`src/rtl/fft_pkg.sv`:
```
// Shared definitions for the FFT front-end blocks.
//   fft_state_t  : input reorder controller states.
//   bit_reverse  : reverses the low 'width' bits of an index.
//   twiddle_one  : largest positive Q1.(tw-1) value, the real part of W0.
package fft_pkg;

  typedef enum logic [1:0] {
    FILL,
    PRIME,
    DRAIN
  } fft_state_t;

  function automatic int unsigned bit_reverse(input int unsigned idx,
                                              input int unsigned width);
    int unsigned r;
    r = '0;
    for (int unsigned i = 0; i < width; i++) begin
      if (idx[i]) r[width-1-i] = 1'b1;
    end
    return r;
  endfunction

  function automatic int unsigned twiddle_one(input int unsigned tw);
    return (32'd1 << (tw - 1)) - 32'd1;
  endfunction

endpackage

```
`src/rtl/fft_bit_reverse.sv`:
```
// Combinational index bit-reverser.
//   idx : input index, width bits.
//   rev : idx with its bit order reversed.
module fft_bit_reverse
  import fft_pkg::*;
#(
  parameter int unsigned width = 4
) (
  input  logic [width-1:0] idx,
  output logic [width-1:0] rev
);

  assign rev = width'(bit_reverse(32'(idx), width));

endmodule

```
`src/rtl/fft_input_reorder.sv`:
```
// Collects one frame of fft_size real samples into a bit-reversed sample
// memory, then streams fft_size/2 even/odd pairs with twiddle W0 for the
// radix-2 DIT base butterflies.
//   clk, rst                : clock, synchronous active-high reset.
//   in_sample/in_valid/in_ready          : input sample stream.
//   even_out/odd_out        : pair k = (mem[2k], mem[2k+1]).
//   twiddle_real/imag       : W0 while out_valid, else 0.
//   out_valid/out_ready     : output pair handshake.
//   out_index/out_last      : pair number k, final pair marker.
module fft_input_reorder
  import fft_pkg::*;
#(
  parameter int sample_size  = 32,
  parameter int twiddle_size = 16,
  parameter int fft_size     = 16
) (
  input  logic                              clk,
  input  logic                              rst,
  input  logic [sample_size-1:0]            in_sample,
  input  logic                              in_valid,
  output logic                              in_ready,
  output logic [sample_size-1:0]            even_out,
  output logic [sample_size-1:0]            odd_out,
  output logic [twiddle_size-1:0]           twiddle_real,
  output logic [twiddle_size-1:0]           twiddle_imag,
  output logic                              out_valid,
  input  logic                              out_ready,
  output logic [$clog2(fft_size/2)-1:0]     out_index,
  output logic                              out_last
);

  localparam int aw     = $clog2(fft_size);
  localparam int kw     = $clog2(fft_size / 2);
  localparam int last_k = fft_size / 2 - 1;
  localparam logic [twiddle_size-1:0] tw_one = twiddle_size'(twiddle_one(twiddle_size));

  if (fft_size < 4 || (fft_size & (fft_size - 1)) != 0) begin : g_bad_size
    $error("fft_input_reorder: fft_size must be a power of 2 and >= 4");
  end

  logic [sample_size-1:0] mem [fft_size];

  fft_state_t     state, state_nxt;
  logic [aw-1:0]  wcnt;
  logic [aw-1:0]  waddr;
  logic [kw-1:0]  next_k;
  logic [aw-1:0]  ev_addr, od_addr;
  logic           accept, pair_taken, load_pair, last_taken;

  fft_bit_reverse #(.width(aw)) u_wrev (
    .idx (wcnt),
    .rev (waddr)
  );

  assign in_ready     = (state == FILL) && !rst;
  assign accept       = in_valid && in_ready;
  assign pair_taken   = out_valid && out_ready;
  assign load_pair    = (state == PRIME) || ((state == DRAIN) && pair_taken && !out_last);
  assign last_taken   = (state == DRAIN) && pair_taken && out_last;
  assign twiddle_imag = '0;

  // Pair index to present next: 0 when priming, otherwise the successor
  always_comb begin
    next_k = '0;
    if (state == DRAIN) next_k = out_index + kw'(1);
  end

  assign ev_addr = {next_k, 1'b0};
  assign od_addr = {next_k, 1'b1};

  always_comb begin
    state_nxt = state;
    unique case (state)
      FILL:    if (accept && wcnt == aw'(fft_size - 1)) state_nxt = PRIME;
      PRIME:   state_nxt = DRAIN;
      DRAIN:   if (last_taken) state_nxt = FILL;
      default: state_nxt = FILL;
    endcase
  end

  always_ff @(posedge clk) begin
    if (accept) mem[waddr] <= in_sample;
  end

  always_ff @(posedge clk) begin
    if (rst) begin
      state        <= FILL;
      wcnt         <= '0;
      out_valid    <= 1'b0;
      out_last     <= 1'b0;
      out_index    <= '0;
      even_out     <= '0;
      odd_out      <= '0;
      twiddle_real <= '0;
    end else begin
      state <= state_nxt;
      // wcnt wraps to 0 on the final sample because fft_size is a power of 2
      if (accept) wcnt <= wcnt + aw'(1);
      if (load_pair) begin
        even_out     <= mem[ev_addr];
        odd_out      <= mem[od_addr];
        out_index    <= next_k;
        out_last     <= (next_k == kw'(last_k));
        out_valid    <= 1'b1;
        twiddle_real <= tw_one;
      end else if (last_taken) begin
        even_out     <= '0;
        odd_out      <= '0;
        out_index    <= '0;
        out_last     <= 1'b0;
        out_valid    <= 1'b0;
        twiddle_real <= '0;
      end
    end
  end

endmodule

```
`config.mk`:
```
export PLATFORM = sky130hd
export DESIGN_NAME = fft_input_reorder
export DESIGN_NICKNAME = d
export VERILOG_FILES = /design/src/rtl/fft_pkg.sv /design/src/rtl/fft_bit_reverse.sv /design/src/rtl/fft_input_reorder.sv
export SDC_FILE = /design/constraint.sdc
export NUM_CORES = 1
export LEC_CHECK = 0
export CORE_UTILIZATION = 25
export DETAILED_ROUTE_END_ITERATION = 8
export PLACE_DENSITY_LB_ADDON = 0.2
export SETUP_SLACK_MARGIN = 0.4
export SYNTH_ARGS = -nofsm -noshare
export SYNTH_HDL_FRONTEND = slang
export SYNTH_SLANG_ARGS = --single-unit
```
`constraint.sdc`:
```
create_clock -name clk -period 5.1 [get_ports clk]
set_input_delay 1.275 -clock clk [delete_from_list [all_inputs] [get_ports clk]]
set_output_delay 1.275 -clock clk [all_outputs]
set_load 0.005 [all_outputs]
```
After elaboration in Yosys (flattened, before gate mapping)
Memory sizes are Yosys's and may differ from the RTL's.
Cells that the tools add are included.
{ "op_classes": {"addsub": 2, "eq_ne": 6, "n_mux": 20, "n_reduce_logical": 13} }
{ "op_table": {"columns": ["op", "count"], "rows": [
  ["32-bit two-way mux", 3],
  ["15-bit two-way mux", 2],
  ["1-bit two-way mux", 9],
  ["3-bit two-way mux", 3],
  ["1-bit logical AND", 7],
  ["2-bit one-hot mux with 3 select lines", 1],
  ["4-bit by 1-bit adder with 4-bit output, second input constant", 1],
  ["4-bit equality test, second input constant", 1],
  ["2-bit two-way mux", 2],
  ["3-bit by 1-bit adder with 3-bit output, second input constant", 1],
  ["3-bit equality test, second input constant", 1],
  ["2-bit by 1-bit equality test with 1-bit output, second input constant", 1],
  ["2-bit equality test, second input constant", 1],
  ["1-bit zero test", 2],
  ["2-bit zero test", 1],
  ["2-bit by 1-bit inequality test with 1-bit output, second input constant", 1],
  ["2-bit inequality test, second input constant", 1],
  ["2-bit AND reduction", 1],
  ["2-bit nonzero test", 1],
  ["1-bit logical OR", 1]
]} }
{ "word_totals": {"reg_bits": 90, "ramBits": 512, "output_inout_bits": 102, "elab_cells": 50, "memories": 1} }
{ "memory_table": {"columns": ["memory", "depth", "width", "rd", "rd_clocked_by_memory_dff", "wr", "line_no", "source"], "rows": [
  ["mem", 16, 32, 2, 0, 1, "fft_input_reorder.sv:41", "logic [sample_size-1:0] mem [fft_size];"]
]} }

Longest topological paths before layout
Gate-level depths: netlist (run 1).
{ "logic_depth": {"word_depth": 6, "ltp_mapped": 8} }

Hierarchy
From an unflattened synthesis (run 1), not the netlist that was laid out.
{ "unflattened": {"cells_unflattened": 1534, "hier_area_um2": 23917.9} }
{ "modules_own_cells": {"columns": ["module", "n_inst", "cells_per_inst", "area_each_um2"], "rows": [
  ["fft_input_reorder", 1, 1530, 23887.9],
  ["fft_bit_reverse", 1, 4, 30.0]
]} }

Worst setup path after synthesis (run 1)
No wires, ideal clock.
{ "synth_timing": {"path_kind": "input-to-reg", "start": "in rst", "end": "mem mem[12][0] (enable)", "arrival_ps": 4263, "slack_ps": 376, "stages": 3, "path_buffers": 0, "path_cell_list": "nor4b_2 > nand2_1 > nor3_1"} }
{ "synth_via": {"elab_chain_cells": 5} }
{ "synth_rtl": {"columns": ["element", "line_no", "source"], "rows": [
  ["start: declaration", "fft_input_reorder.sv:18", "input logic rst,"],
  ["1-bit zero test", "fft_input_reorder.sv:55", "assign in_ready = (state == FILL) && !rst;"],
  ["1-bit logical AND", "fft_input_reorder.sv:55", null],
  ["1-bit logical AND", "fft_input_reorder.sv:56", "assign accept = in_valid && in_ready;"],
  ["1-bit two-way mux", "fft_input_reorder.sv:82", "if (accept) mem[waddr] <= in_sample;"],
  ["1-bit two-way mux (implied by the code)", "fft_input_reorder.sv:82", null],
  ["end: declaration", "fft_input_reorder.sv:41", null]
]} }
Every way passes these cells.

Worst setup path in the final report (run 1)
{ "layout_timing": {"start": "in rst", "end": "out in_ready"} }
{ "layout_via": {"elab_chain_cells": 2} }
{ "layout_rtl": {"columns": ["element", "line_no", "source"], "rows": [
  ["1-bit zero test", "fft_input_reorder.sv:55", null],
  ["1-bit logical AND", "fft_input_reorder.sv:55", null],
  ["end: declaration", "fft_input_reorder.sv:21", "output logic in_ready,"]
]} }
Every way passes these cells.

==> impl_metrics.env, run 1 <==
export IMPL_outcome="finished, final reports clean"
export IMPL_wire_per_inst_um=22.6
export IMPL_cp_cell_sequence="clkdlybuf4s50_1, buf_4, nor3_1, clkdlybuf4s50_1"
export IMPL_fin_total_pwr_mw=10.0
export IMPL_critPathSlowestCell="clkdlybuf4s50_1"
export IMPL_synth_area_leader_cell="edfxtp_1"
export IMPL_vdd_drop_max_mv=0.192
export IMPL_hold_buffers=0
export IMPL_synth_area_sq_mm=0.0239
export IMPL_synth_top_area_frac=0.642
export IMPL_cap_viol_max_count=0
export IMPL_r2r_slack_ns=1.94
export IMPL_path_common_cell="clkdlybuf4s50_1"
export IMPL_cp_data_arrival_time_ns=2.64
export IMPL_grt_util_met3=0.0220
export IMPL_vias_per_cell=4.70
export IMPL_path_max_fanout=15
export IMPL_drc_errors=0
export IMPL_skew_ns=0.0168
export IMPL_start_util=0.252
export IMPL_dpl_instance_area_sq_mm=0.0266
export IMPL_synthArstFlopShare=0
export IMPL_yosysSeqAreaShare=0.705
export IMPL_coreArea_sq_mm=0.0949
export IMPL_wl_mm=66.6
export IMPL_synth_edf_count=512
export IMPL_grt_overflow=0
export IMPL_fmax_ghz=0.256
export IMPL_first_pass_iters=5
export IMPL_cts_clk_slew_worst_paths_ns=0.05
export IMPL_p_per_area_mw_per_mm2=349
export IMPL_cts_tree="done"
export IMPL_fp_dieH_um=311
export IMPL_yosys_warnings=0
export IMPL_final_max_slew_viol_count=0
export IMPL_synthCells=1531
export IMPL_instances_no_fill=2943
export IMPL_final_cell_mix="512 x edfxtp_1, 190 x o22ai_1, 128 x mux2_2, 127 x nand2b_1, 120 x clkdlybuf4s50_1"
export IMPL_postSynthAreaPerCell_sq_um=15.6
export IMPL_design_area_sq_mm=0.0287
export IMPL_final_common_cell="edfxtp_1"
export IMPL_dp_cells=2818
export IMPL_rsz0062_at_grt="false"
export IMPL_io_buffers=120
export IMPL_clock_latency_ns=0.60
export IMPL_grt_pass1_vias=14300
export IMPL_path_class="in2out"
export IMPL_ios=138
export IMPL_nNetsFinal=1663
export IMPL_grt_util_met1=0.185
export IMPL_cts_buffers=67
export IMPL_drive_gt1_frac=0.214
export IMPL_min_period_ns=3.91
export IMPL_cts_resized=0
export IMPL_synthFlopType="edfxtp_1"
export IMPL_synth_distinct_cells=42
export IMPL_synth_area_leaders="edfxtp_1 64%, dfxtp_1 6.3%, mux2_2 6.0%, o22ai_1 5.0%, nand2b_1 3.3%"
export IMPL_vias=13800
export IMPL_tns_ns=0
export IMPL_min_period_over_period=0.767
export IMPL_cts_num_sinks=587
export IMPL_rows=113
export IMPL_r2r_start="out_index[0]"
export IMPL_final_hold_violation_count=0
export IMPL_grt_pass1_wl_mm=98.8
export IMPL_cts_root_buf="clkbuf_16"
export IMPL_first_iter_violations=756
export IMPL_crit_cells=4
export IMPL_relSlewSlack=0.307
export IMPL_worst_pin_slew_ns=1.04
export IMPL_clockBufferDepth=3
export IMPL_grt_max_degree=132
export IMPL_rr_endpoint="even_out[14]"
export IMPL_die_w_um=311
export IMPL_busiest_layer="met2"
export IMPL_htree_levels=3
export IMPL_antenna_found_initial=1
export IMPL_hpwl_mm=36.4
export IMPL_cp_num_buf_inv=3
export IMPL_grt_util_met2=0.224
export IMPL_routabilityCongestion=0.710
export IMPL_post_cts_setup_buffer_count=0
export IMPL_cpPeakStageDelay_ns=0.57
export IMPL_cp_required_ns=3.83
export IMPL_p_leak_nw=9.02
export IMPL_setup_violations_final=0
export IMPL_end_kind="output port"
export IMPL_ys_ff_latch=587
export IMPL_track_usage=0.136
export IMPL_crit_end="in_ready"
export IMPL_cpLargestDelayFamily="buffers and inverters"
export IMPL_critPathLaunchType="primary input"
export IMPL_startpoint="rst"
export IMPL_dieArea_sq_mm=0.0970
export IMPL_ant_nets=0
export IMPL_hold_path_class="reg2reg"
export IMPL_reg2reg_depth=6
export IMPL_syn2layout_area_growth_pct=20.0
cells by family after synthesis:
| family | count (synthesis) | synth area share |
|---|---|---|
| buffers and inverters | 162 | 0.0351 |
| flip-flops | 587 | 0.705 |
| XOR/XNOR | 4 | 0.00146 |
| other | 1 | 0.000157 |
| AO/OA/AOI/OAI | 455 | 0.149 |
| multiplexers | 128 | 0.0602 |
| adder cells (fa/ha/maj) | 5 | 0.00261 |
| AND/OR/NAND/NOR | 189 | 0.0468 |
final cells by class:
cell class                 instances  area, sq um
tap                             1265         1580
antenna                            1         2.50
clock inverter                    26          191
clock buffer                      98         1900
inverter                           4         15.0
timing repair buffer             164         1720
fill                            9329        66200
sequential                       587        16900
multi-input combinational        798         6420
synth_stat cells, types with 2 or more instances:
cell,number
edfxtp_1,512
o22ai_1,190
mux2_2,128
nand2b_1,127
dfxtp_1,75
clkbuf_1,71
a211oi_1,66
o31ai_1,63
a211o_1,61
a211oi_2,60
buf_2,35
buf_4,34
nor2_1,27
buf_1,9
nor3_1,9
buf_6,8
nand2_1,7
a21oi_1,5
ha_1,5
nor2b_1,5
inv_1,4
o21ai_0,4
a221o_1,3
nand3b_1,2
nor4_1,2
xnor2_1,2
xor2_1,2
power breakdown:
group	total (mW)	internal [mW]	switching, mW
Sequential	5.25	5.24	0.00956
Combinational	0.164	0.0460	0.118
Clock	4.61	2.66	1.95
how the worst min path moves through the flow:
stage                       startpoint  depth (start not counted)      endpoint  slack [ns]
after floorplan           even_out[10]                          1  even_out[10]        0.46
after global placement    even_out[15]                          1  even_out[15]        0.45
after detailed placement  even_out[15]                          1  even_out[15]        0.45
after CTS                 even_out[15]                          1  even_out[15]        0.47
after global routing      even_out[15]                          1  even_out[15]        0.50
final                     even_out[15]                          1  even_out[15]        0.47
layer usage:
metal / part of all wire / vias to the layer above
li1: - / 6301
met1: 0.47 / 7179
met2: 0.47 / 272
met3: 0.037 / 84
met4: 0.018 / 0
met5: 0 / -
flip-flops by register name, summed over array words and instances, names as in the netlist:
signal / count
mem: 512
even_out: 32
odd_out: 32
wcnt: 4
out_index: 3
state: 2
out_last: 1
twiddle_real: 1
stage by stage:
stage | worst slack [ns] | hold WS [ns] | util
floorplan | 0.442 | 0.461 | -
global placement | 1.16 | 0.451 | 0.281
detailed placement | 1.14 | 0.453 | 0.281
CTS | 1.14 | 0.471 | 0.303
global route | 1.14 | 0.496 | 0.303
finish | 1.19 | 0.466 | 0.303
Note: power is estimated with default switching activity, not from simulation.
==> run 2, diff against run 1 <==
==> constraint.sdc (replaced) <==
create_clock -name clk -period 4 [get_ports clk]
set_input_delay 1 -clock clk [delete_from_list [all_inputs] [get_ports clk]]
set_output_delay 1 -clock clk [all_outputs]
set_load 0.005 [all_outputs]
==> impl_metrics.env, run 2 (same netlist as run 1, synthesis figures left out) <==
export IMPL_rsz0062_at_grt="false"
export IMPL_worst_pin_slew_ns=0.899
export IMPL_rows=113
export IMPL_instances_no_fill=2948
export IMPL_ant_nets=0
export IMPL_setup_violations_final=0
export IMPL_cp_required_ns=3.00
export IMPL_cp_data_arrival_time_ns=2.17
export IMPL_syn2layout_area_growth_pct=20.1
export IMPL_final_common_cell="edfxtp_1"
export IMPL_p_per_area_mw_per_mm2=443
export IMPL_clock_latency_ns=0.61
export IMPL_dieArea_sq_mm=0.0970
export IMPL_io_buffers=120
export IMPL_tns_ns=0
export IMPL_die_w_um=311
export IMPL_fp_dieH_um=311
export IMPL_p_seq_frac=0.526
export IMPL_largest_reg_flops=512
export IMPL_dp_worst_setup_slack_ns=0.472
export IMPL_wire_per_inst_um=22.5
export IMPL_vias=13800
export IMPL_cap_viol_max_count=0
export IMPL_path_class="in2out"
export IMPL_fin_total_pwr_mw=12.7
export IMPL_fmax_ghz=0.315
export IMPL_min_period_ns=3.17
export IMPL_min_period_over_period=0.793
export IMPL_post_cts_setup_buffer_count=0
export IMPL_first_pass_iters=4
export IMPL_nNetsFinal=1669
export IMPL_routabilityCongestion=0.723
export IMPL_end_kind="output port"
export IMPL_path_max_fanout=3
export IMPL_relSlewSlack=0.401
export IMPL_first_iter_violations=868
export IMPL_grt_pass1_vias=13900
export IMPL_cts_root_buf="clkbuf_16"
export IMPL_grt_overflow=0
export IMPL_hold_path_class="reg2reg"
export IMPL_vdd_drop_max_mv=0.259
export IMPL_switchingPower_mw=2.58
export IMPL_drc_errors=0
export IMPL_swShare=0.202
export IMPL_htree_levels=3
export IMPL_cts_tree="done"
export IMPL_clockBufferDepth=3
export IMPL_final_max_slew_viol_count=0
export IMPL_vias_per_cell=4.67
export IMPL_antenna_found_initial=3
export IMPL_grt_pass1_wl_mm=97.3
export IMPL_coreArea_sq_mm=0.0949
export IMPL_ios=138
export IMPL_dp_cells=2825
export IMPL_power_frac_comb=0.016
export IMPL_wl_mm=66.4
export IMPL_cts_num_sinks=587
export IMPL_cts_buffers=66
export IMPL_final_hold_violation_count=0
export IMPL_hpwl_mm=35.8
export IMPL_p_leak_nw=9.02
export IMPL_internal_power_mw=10.2
export IMPL_track_usage=0.135
export IMPL_clkPwrFrac=0.458
export IMPL_skew_ns=0.0187
export IMPL_grt_max_degree=136
export IMPL_final_cell_mix="512 x edfxtp_1, 190 x o22ai_1, 128 x mux2_2, 127 x nand2b_1, 120 x clkdlybuf4s50_1"
export IMPL_hold_buffers=0
export IMPL_drive_gt1_frac=0.210
export IMPL_reg_top3="mem x512, even_out x32, odd_out x32"
export IMPL_cts_resized=0
export IMPL_critPathLaunchType="primary input"
export IMPL_outcome="finished, final reports clean"
export IMPL_cts_clk_slew_worst_paths_ns=0.06
export IMPL_regMostFlops="mem"
export IMPL_worst_slack_ns=0.829
export IMPL_start_util=0.252
[run 2: through the flow]
step	hold WS, ns	area [sq um]	util
final	0.461	28700	0.303
after global routing	0.487	28700	0.303
after CTS	0.467	28700	0.303
after detailed placement	0.456	26700	0.281
after global placement	0.453	26700	0.281
after floorplan	0.461	24000	-
[run 2: layout make-up]
| class | instances | area, sq um |
|---|---|---|
| Sequential cell | 587 | 16900 |
| Inverter | 4 | 15.0 |
| Clock buffer | 94 | 1840 |
| Antenna cell | 2 | 5.00 |
| Fill cell | 9259 | 66100 |
| Clock inverter | 27 | 244 |
| Multi-Input combinational cell | 798 | 6440 |
| Timing Repair Buffer | 171 | 1730 |
| Tap cell | 1265 | 1580 |
[run 2: power groups by stage]
stage                     combinational, mW  sequential, mW  clock [mW]
after floorplan                      0.0677            6.82           0
after global placement                0.205            6.82           0
after detailed placement              0.210            6.82           0
after CTS                             0.210            6.69        6.03
after global routing                  0.224            6.70        6.25
final                                 0.205            6.70        5.83
[run 2: final timing paths]
check,from,to,slack [ns],cells after the start
min,even_out[30],even_out[30],0.46,1
max,rst,in_ready,0.83,3
min reg2reg,even_out[30],even_out[30],0.46,1
max reg2reg,state[1],mem[14][14],1.41,5
[run 2: per-layer routing]
metal  track usage  routed length [um]
met4        0.0376                1180
met3        0.0236                2900
met5             0                  11
met1         0.186               30900
met2         0.219               31400
[run 2: worst max-delay path: stages]
cell             delay, ns
clkdlybuf4s50_1       0.46
nor3_1                0.16
clkdlybuf4s50_1       0.55
==> run 3, diff against run 2 <==
==> constraint.sdc (replaced) <==
create_clock -name clk -period 3.3 [get_ports clk]
set_input_delay 0.825 -clock clk [delete_from_list [all_inputs] [get_ports clk]]
set_output_delay 0.825 -clock clk [all_outputs]
set_load 0.005 [all_outputs]
==> impl_metrics.env, run 3 (same netlist as run 1, synthesis figures left out) <==
export IMPL_reg_top3="mem x512, even_out x32, odd_out x32"
export IMPL_min_from="odd_out[6]"
export IMPL_coreArea_sq_mm=0.0949
export IMPL_dieArea_sq_mm=0.0970
export IMPL_clock_latency_ns=0.61
export IMPL_die_w_um=311
export IMPL_track_usage=0.137
export IMPL_internal_power_mw=12.7
export IMPL_fp_dieH_um=311
export IMPL_post_cts_setup_buffer_count=0
export IMPL_routabilityCongestion=0.716
export IMPL_hold_buffers=0
export IMPL_final_hold_violation_count=0
export IMPL_vias=13900
export IMPL_critPathLaunchType="primary input"
export IMPL_grt_overflow=0
export IMPL_cp_required_ns=2.47
export IMPL_nFillCells=9282
export IMPL_vdd_drop_max_mv=0.293
export IMPL_rows=113
export IMPL_rsz0062_at_grt="false"
export IMPL_grt_pass1_vias=14300
export IMPL_startpoint="rst"
export IMPL_cts_num_sinks=587
export IMPL_final_max_slew_viol_count=0
export IMPL_rr_endpoint="mem[12][20]"
export IMPL_reg2reg_depth=4
export IMPL_switchingPower_mw=3.27
export IMPL_hold_ws_ns=0.462
export IMPL_worstHoldPathCells=1
export IMPL_cts_buffers=67
export IMPL_setup_violations_final=0
export IMPL_holdPathEnd="odd_out[6]"
export IMPL_grt_pass1_wl_mm=99.3
export IMPL_cp_cell_sequence="clkdlybuf4s50_1, nor3_2, clkdlybuf4s50_1"
export IMPL_r2r_slack_ns=0.79
export IMPL_swShare=0.205
export IMPL_cp_data_arrival_time_ns=1.98
export IMPL_p_per_area_mw_per_mm2=545
export IMPL_antenna_found_initial=1
export IMPL_critPathSlowestCell="clkdlybuf4s50_1"
export IMPL_p_leak_nw=9.20
export IMPL_p_seq_frac=0.509
export IMPL_cap_viol_max_count=0
export IMPL_cpPeakStageDelay_ns=0.52
export IMPL_end_kind="output port"
export IMPL_syn2layout_area_growth_pct=22.1
export IMPL_fmax_ghz=0.357
export IMPL_worst_pin_slew_ns=1.00
export IMPL_cts_root_buf="clkbuf_16"
export IMPL_vias_per_cell=4.70
export IMPL_final_common_cell="edfxtp_1"
export IMPL_clockBufferDepth=3
export IMPL_first_pass_iters=5
export IMPL_drive_gt1_frac=0.221
export IMPL_path_max_fanout=3
export IMPL_min_period_ns=2.80
export IMPL_wl_mm=67.2
export IMPL_tns_ns=0
export IMPL_regMostFlops="mem"
export IMPL_nNetsFinal=1671
export IMPL_cts_resized=0
export IMPL_cts_clk_slew_worst_paths_ns=0.06
export IMPL_drc_errors=0
export IMPL_cts_tree="done"
export IMPL_wire_per_inst_um=22.8
export IMPL_clkPwrFrac=0.474
export IMPL_diodes=0
export IMPL_start_util=0.252
export IMPL_relSlewSlack=0.333
export IMPL_hpwl_mm=35.4
export IMPL_min_period_over_period=0.850
export IMPL_largest_reg_flops=512
export IMPL_final_cell_mix="512 x edfxtp_1, 190 x o22ai_1, 128 x mux2_2, 127 x nand2b_1, 120 x clkdlybuf4s50_1"
export IMPL_io_buffers=120
export IMPL_ant_nets=0
export IMPL_outcome="finished, final reports clean"
export IMPL_power_frac_comb=0.017
export IMPL_r2r_start="state[1]"
export IMPL_path_common_cell="clkdlybuf4s50_1"
export IMPL_ios=138
export IMPL_hold_path_class="reg2reg"
export IMPL_skew_ns=0.0224
export IMPL_htree_levels=3
export IMPL_grt_max_degree=155
export IMPL_path_class="in2out"
export IMPL_first_iter_violations=877
-- run 3: cell count changes in the layout (fill, tap and decap cells not counted), moves of 2 or more --
cell	change
clkinv_2	+10
buf_4	-25
bufinv_16	+5
clkinvlp_4	+3
clkbuf_8	-4
diode_2	-2
clkbuf_1	-10
inv_6	+3
clkinv_1	-3
buf_12	+26
-- run 3: worst max path at each step --
| stage | end |
|---|---|
| after floorplan | mem[11][0] |
| after global placement | mem[12][18] |
| after CTS | in_ready |
| after detailed placement | mem[12][18] |
| after global routing | in_ready |
| final | in_ready |
-- run 3: power by group through the flow --
| stage | Sequential, mW | Combinational [mW] | Clock, mW |
|---|---|---|---|
| detailed placement | 8.27 | 0.272 | 0 |
| global route | 8.12 | 0.290 | 8.05 |
| global placement | 8.27 | 0.266 | 0 |
| CTS | 8.11 | 0.273 | 7.79 |
| finish | 8.12 | 0.264 | 7.56 |
| floorplan | 8.27 | 0.0828 | 0 |
-- run 3: worst max-delay path, delay by kind of cell --
family / cells / cell delay [ns]
simple gates: 1 / 0.14
buf+inv: 2 / 1.01
-- run 3: stage by stage --
step	power [mW]	instances	utilization	setup slack [ns]	instance area (sq um)
after floorplan	8.35	1547	-	0.111	24000
after global placement	8.54	2826	0.285	0.0394	27000
after detailed placement	8.54	2826	0.285	0.0350	27000
after CTS	16.2	2950	0.308	0.423	29200
after global routing	16.5	2950	0.308	0.459	29200
final	15.9	2950	0.308	0.496	29200
-- run 3: final cells by class --
cell class	count	area (sq um)	share of cell area
Sequential cell	587	16900	0.578
Multi-Input combinational cell	798	6450	0.221
Timing Repair Buffer	172	2070	0.0707
Clock buffer	81	1770	0.0606
Tap cell	1265	1580	0.0542
Clock inverter	43	457	0.0156
Inverter	4	15.0	0.000514
-- run 3: metal layers --
layer	routed length, um	global-route usage	vias to the layer above	part of all wire
met5	13	0	-	0.00019
met1	31900	0.189	7127	0.47
met3	3120	0.0272	85	0.046
li1	-	-	6325	-
met2	31000	0.219	319	0.46
met4	1200	0.0384	2	0.018
